### config.mk
export PLATFORM = sky130hd
export DESIGN_NAME = wb_host_master
export DESIGN_NICKNAME = d
export VERILOG_FILES = /design/src/rtl/wb_host_master.sv
export SDC_FILE = /design/constraint.sdc
export NUM_CORES = 1
export LEC_CHECK = 0
export ABC_AREA = 1
export CORE_ASPECT_RATIO = 0.7
export CORE_MARGIN = 8
export CORE_UTILIZATION = 44
export CTS_BUF_LIST = sky130_fd_sc_hd__clkbuf_8
export DETAILED_ROUTE_END_ITERATION = 16
export PLACE_DENSITY_LB_ADDON = 0.1
export SYNTH_ARGS = -nofsm -noshare
export SYNTH_HDL_FRONTEND = slang
export SYNTH_SLANG_ARGS = --single-unit
### constraint.sdc
create_clock -name wb_clk_i -period 4.7 [get_ports wb_clk_i]
set_clock_uncertainty 0.05 [all_clocks]
set_input_delay 0.94 -clock wb_clk_i [delete_from_list [all_inputs] [get_ports wb_clk_i]]
set_output_delay 0.94 -clock wb_clk_i [all_outputs]
set_load 0.01 [all_outputs]
### src/rtl/wb_host_master.sv
// ============================================================================
//  Module   : wb_host_master
//  Function : Wishbone classic master that issues one single access per command
//             and returns read data or a timeout error.
//  Revision : 1.0
// ============================================================================
`default_nettype none

module wb_host_master #(
  parameter int TIMEOUT_CYCLES = 255,
  parameter int ERRCNT_W       = 8
) (
  input  logic                wb_clk_i,
  input  logic                wb_rst_i,
  input  logic                cmd_valid,
  output logic                cmd_ready,
  input  logic                cmd_we,
  input  logic [31:0]         cmd_adr,
  input  logic [31:0]         cmd_dat,
  input  logic [3:0]          cmd_sel,
  output logic                rsp_valid,
  input  logic                rsp_ready,
  output logic [31:0]         rsp_dat,
  output logic                rsp_err,
  output logic                wbm_cyc_o,
  output logic                wbm_stb_o,
  output logic                wbm_we_o,
  output logic [3:0]          wbm_sel_o,
  output logic [31:0]         wbm_adr_o,
  output logic [31:0]         wbm_dat_o,
  input  logic [31:0]         wbm_dat_i,
  input  logic                wbm_ack_i,
  output logic [ERRCNT_W-1:0] err_count
);

  localparam int              TO_W    = $clog2(TIMEOUT_CYCLES);
  localparam logic [TO_W-1:0] TO_LAST = TO_W'(TIMEOUT_CYCLES - 1);

  typedef enum logic [1:0] {
    S_IDLE = 2'd0,
    S_BUS  = 2'd1,
    S_RESP = 2'd2
  } state_t;

  state_t          state_q;
  logic [TO_W-1:0] to_cnt_q;

  assign cmd_ready = (state_q == S_IDLE);

  always_ff @(posedge wb_clk_i or posedge wb_rst_i) begin
    if (wb_rst_i) begin
      state_q   <= S_IDLE;
      to_cnt_q  <= '0;
      rsp_valid <= 1'b0;
      rsp_dat   <= '0;
      rsp_err   <= 1'b0;
      wbm_cyc_o <= 1'b0;
      wbm_stb_o <= 1'b0;
      wbm_we_o  <= 1'b0;
      wbm_sel_o <= '0;
      wbm_adr_o <= '0;
      wbm_dat_o <= '0;
      err_count <= '0;
    end else begin
      case (state_q)
        S_IDLE: begin
          if (cmd_valid) begin
            wbm_cyc_o <= 1'b1;
            wbm_stb_o <= 1'b1;
            wbm_we_o  <= cmd_we;
            wbm_sel_o <= cmd_sel;
            wbm_adr_o <= cmd_adr;
            wbm_dat_o <= cmd_dat;
            to_cnt_q  <= '0;
            state_q   <= S_BUS;
          end
        end
        S_BUS: begin
          // An ack in the final allowed cycle still completes the access normally.
          if (wbm_ack_i || (to_cnt_q == TO_LAST)) begin
            wbm_cyc_o <= 1'b0;
            wbm_stb_o <= 1'b0;
            wbm_we_o  <= 1'b0;
            wbm_sel_o <= '0;
            wbm_adr_o <= '0;
            wbm_dat_o <= '0;
            rsp_valid <= 1'b1;
            state_q   <= S_RESP;
            if (wbm_ack_i) begin
              rsp_dat <= wbm_we_o ? 32'd0 : wbm_dat_i;
              rsp_err <= 1'b0;
            end else begin
              rsp_dat <= 32'd0;
              rsp_err <= 1'b1;
              if (err_count != {ERRCNT_W{1'b1}}) begin
                err_count <= err_count + 1'b1;
              end
            end
          end else begin
            to_cnt_q <= to_cnt_q + 1'b1;
          end
        end
        S_RESP: begin
          if (rsp_ready) begin
            rsp_valid <= 1'b0;
            rsp_dat   <= '0;
            rsp_err   <= 1'b0;
            state_q   <= S_IDLE;
          end
        end
        default: state_q <= S_IDLE;
      endcase
    end
  end

endmodule

`default_nettype wire

==> reports/qor.yml <==
hold_viol: 0
slew_headroom_pct: 39.06
hold_path_class: "reg2reg"
ctsResizeCount: 0
yosysUniqueCellTypes: 24
setup_viol: 0
nNetsFinal: 918
synth-edff-count: 0
max_cap_violations: 0
cp_top_family: "buffers and inverters"
vias: 4702
synth_top_area_share_pct: 57.67
dieWidth_um: 147.1
multi_input_area_um2: 1948
async_reset_ff_share_pct: 100.0
status: "finished, final reports clean"
p_leak_nw: 3.816
tightest_slew_ns: 0.9131
detail-route-antenna-nets: 0
fillers: 966
ios: 220
synth-seq-cells: 122
yosys.area.top_type: "dfrtp_1"
grt_pass1_vias: 4832
start_util_pct: 45.15
ys_warn_count: 0
required_ns: 3.71
finalInstanceArea_um2: 7973
ff2ff_setup_slack_ns: 2.09
max_freq_ghz: 0.3414
n_antenna_cell: 0
slowest_delay_ns: 0.64
placed_cell_area_um2: 7526
criticalPathCategory: "reg2out"
drc: 0
seq_area_frac_synth_pct: 57.67
critPathMaxFanout: 21
fin_ws_ns: 1.771
via_per_inst: 4.803
critical_path.slowest_cell: "clkdlybuf4s50_1"
first_iter_violations: 263
cts_buffers: 17
grt_pass1_wl_mm: 25.73
ys_top_cells_by_area: "dfrtp_1 58%, nand2_1 18%, nand3_1 7.7%, o21ai_2 4.0%, inv_1 1.9%"
fin_setup_tns_ns: 0
arrival_ns: 1.94
drive_above_1_share_pct: 9.002
min_from: "wbm_adr_o[7]"
core-area_um2: 11730
critPathLaunch: "state_q[1]"
period_minus_slack_ns: 2.929
place_congestion: 0.8270
synth.most_common_cell: "nand2_1"
drv_slew: 0
post_cts_buffers: 0
cts_root_buf: "clkbuf_8"
synth_fp_nets: 707
p_per_area_nw_per_um2: 587.2
fp.dieH_um: 107.8
path_cells: "nor2_4 > clkdlybuf4s50_1"
grt-ovfl-total: 0
ff_latch_area_um2: 3053
vdd_drop_max_mv: 0.3227
reg2reg_from: "to_cnt_q[0]"
synthToLayoutAreaGrowth_pct: 50.60
cts_tree: "built"
total_power_w: 0.004681
synth_ff_type: "dfrtp_1"
first_pass_iters: 4
grt_max_degree: 70
cts_max_level: 4
wl_per_cell_um: 16.24
path_buf_inv: 1
cts_hold_buf: 0
pre_cts_slack_ns: 1.512
post-dp-hpwl_mm: 11.40
crit_cells: 2
clkLatencyLatePin_ns: 0.43
cts.clk_slew.worst_paths_ns: 0.07
wirelength_mm: 15.90
cts.sinks: 122
rsz0062_at_grt: "no"
die-area_um2: 15850
avgSynthCellArea_um2: 8.853
ys_top_cells_by_count: "252 x nand2_1, 122 x dfrtp_1, 81 x nand3_1"
finalCoreUtilization_pct: 67.99
portBuffers: 219
grtUsageTotal_pct: 20.52
cts_buffer_depth: 2
syn-cell-area_um2: 5294
row_count: 33
worstSetupEndpoint: "cmd_ready"
grt_antenna_before_repair: 1
start_kind: "register"
r2r_end: "wbm_adr_o[9]"
worstSetupEndpointType: "output pin"
final.period_utilization_pct: 62.33
r2r_cells: 10
synthCells: 598
==> logic make-up (layout without fill, tap and decap cells) <==
kind of cell | Yosys count | count (layout) | synth area share (%)
flops | 122 | 122 | 57.67
xor+xnor | 7 | 7 | 1.158
compound gates | 47 | 47 | 6.145
simple gates | 360 | 360 | 28.69
fa+ha+maj | 3 | 3 | 0.7091
buf+inv | 59 | 283 | 5.625
==> area by class of cell <==
class	count	area share [%]
multi-input cells	417	24.44
clock buffers	20	3.453
well taps	157	2.464
repair buffers	224	27.90
flip-flops and latches	122	38.29
clock inverters	12	2.150
inverters	27	1.303
==> per-layer routing <==
layer | up-vias | GRT usage (%) | wire (um)
met4 | 2 | 6.309 | 170
met3 | 19 | 11.68 | 1855
met2 | 155 | 32.05 | 7448
met5 | - | 0 | 13
li1 | 2320 | - | -
met1 | 2206 | 23.64 | 6412
==> worst min-delay path by stage <==
stage          cells after the start             to  slack [ns]
2_1_floorplan                      2   wbm_adr_o[0]        0.46
3_3_place_gp                       2  wbm_dat_o[20]        0.40
5_1_grt                            2  wbm_dat_o[29]        0.45
6_report                           2   wbm_adr_o[7]        0.42
4_1_cts                            2  wbm_dat_o[16]        0.43
3_5_place_dp                       2  wbm_adr_o[22]        0.41
==> sequential cells by signal, summed over array words and instances (netlist names) <==
register and count:
wbm_adr_o 32, err_count 8, rsp_dat 32, wbm_dat_o 32
wbm_sel_o 4, to_cnt_q 8, wbm_we_o 1, rsp_err 1
state_q 2, wbm_stb_o 1, rsp_valid 1
==> through the flow <==
| step | std cells | hold slack (ns) |
|---|---|---|
| floorplan | 598 | 0.4573 |
| global placement | 947 | 0.4041 |
| detailed placement | 947 | 0.4079 |
| CTS | 979 | 0.4253 |
| global route | 979 | 0.4466 |
| finish | 979 | 0.4190 |
==> cells in the final DEF (no fill, tap or decap), types with 4 or more instances in the layout <==
cell	count
buf_4	5
bufinv_16	4
clkbuf_8	20
clkdlybuf4s50_1	218
clkinvlp_4	5
dfrtp_1	122
inv_1	27
nand2_1	252
nand2_2	5
nand3_1	81
nor2_1	9
o21ai_0	11
o21ai_1	11
o21ai_2	24
xor2_1	6
==> where the power goes <==
part           leakage, nW  switching (W)  total [W]  internal (W)
sequential            1.59       0.000219    0.00163       0.00141
clock                0.214       0.000432    0.00105      0.000616
combinational         2.01        0.00108    0.00200      0.000918
==> worst min-delay path, cell delays in order (launching register included) <==
cell	delay, ns
dfrtp_1	0.34
nand2_1	0.05
nand2_1	0.04
No activity file was read; power rests on OpenSTA's default activity.
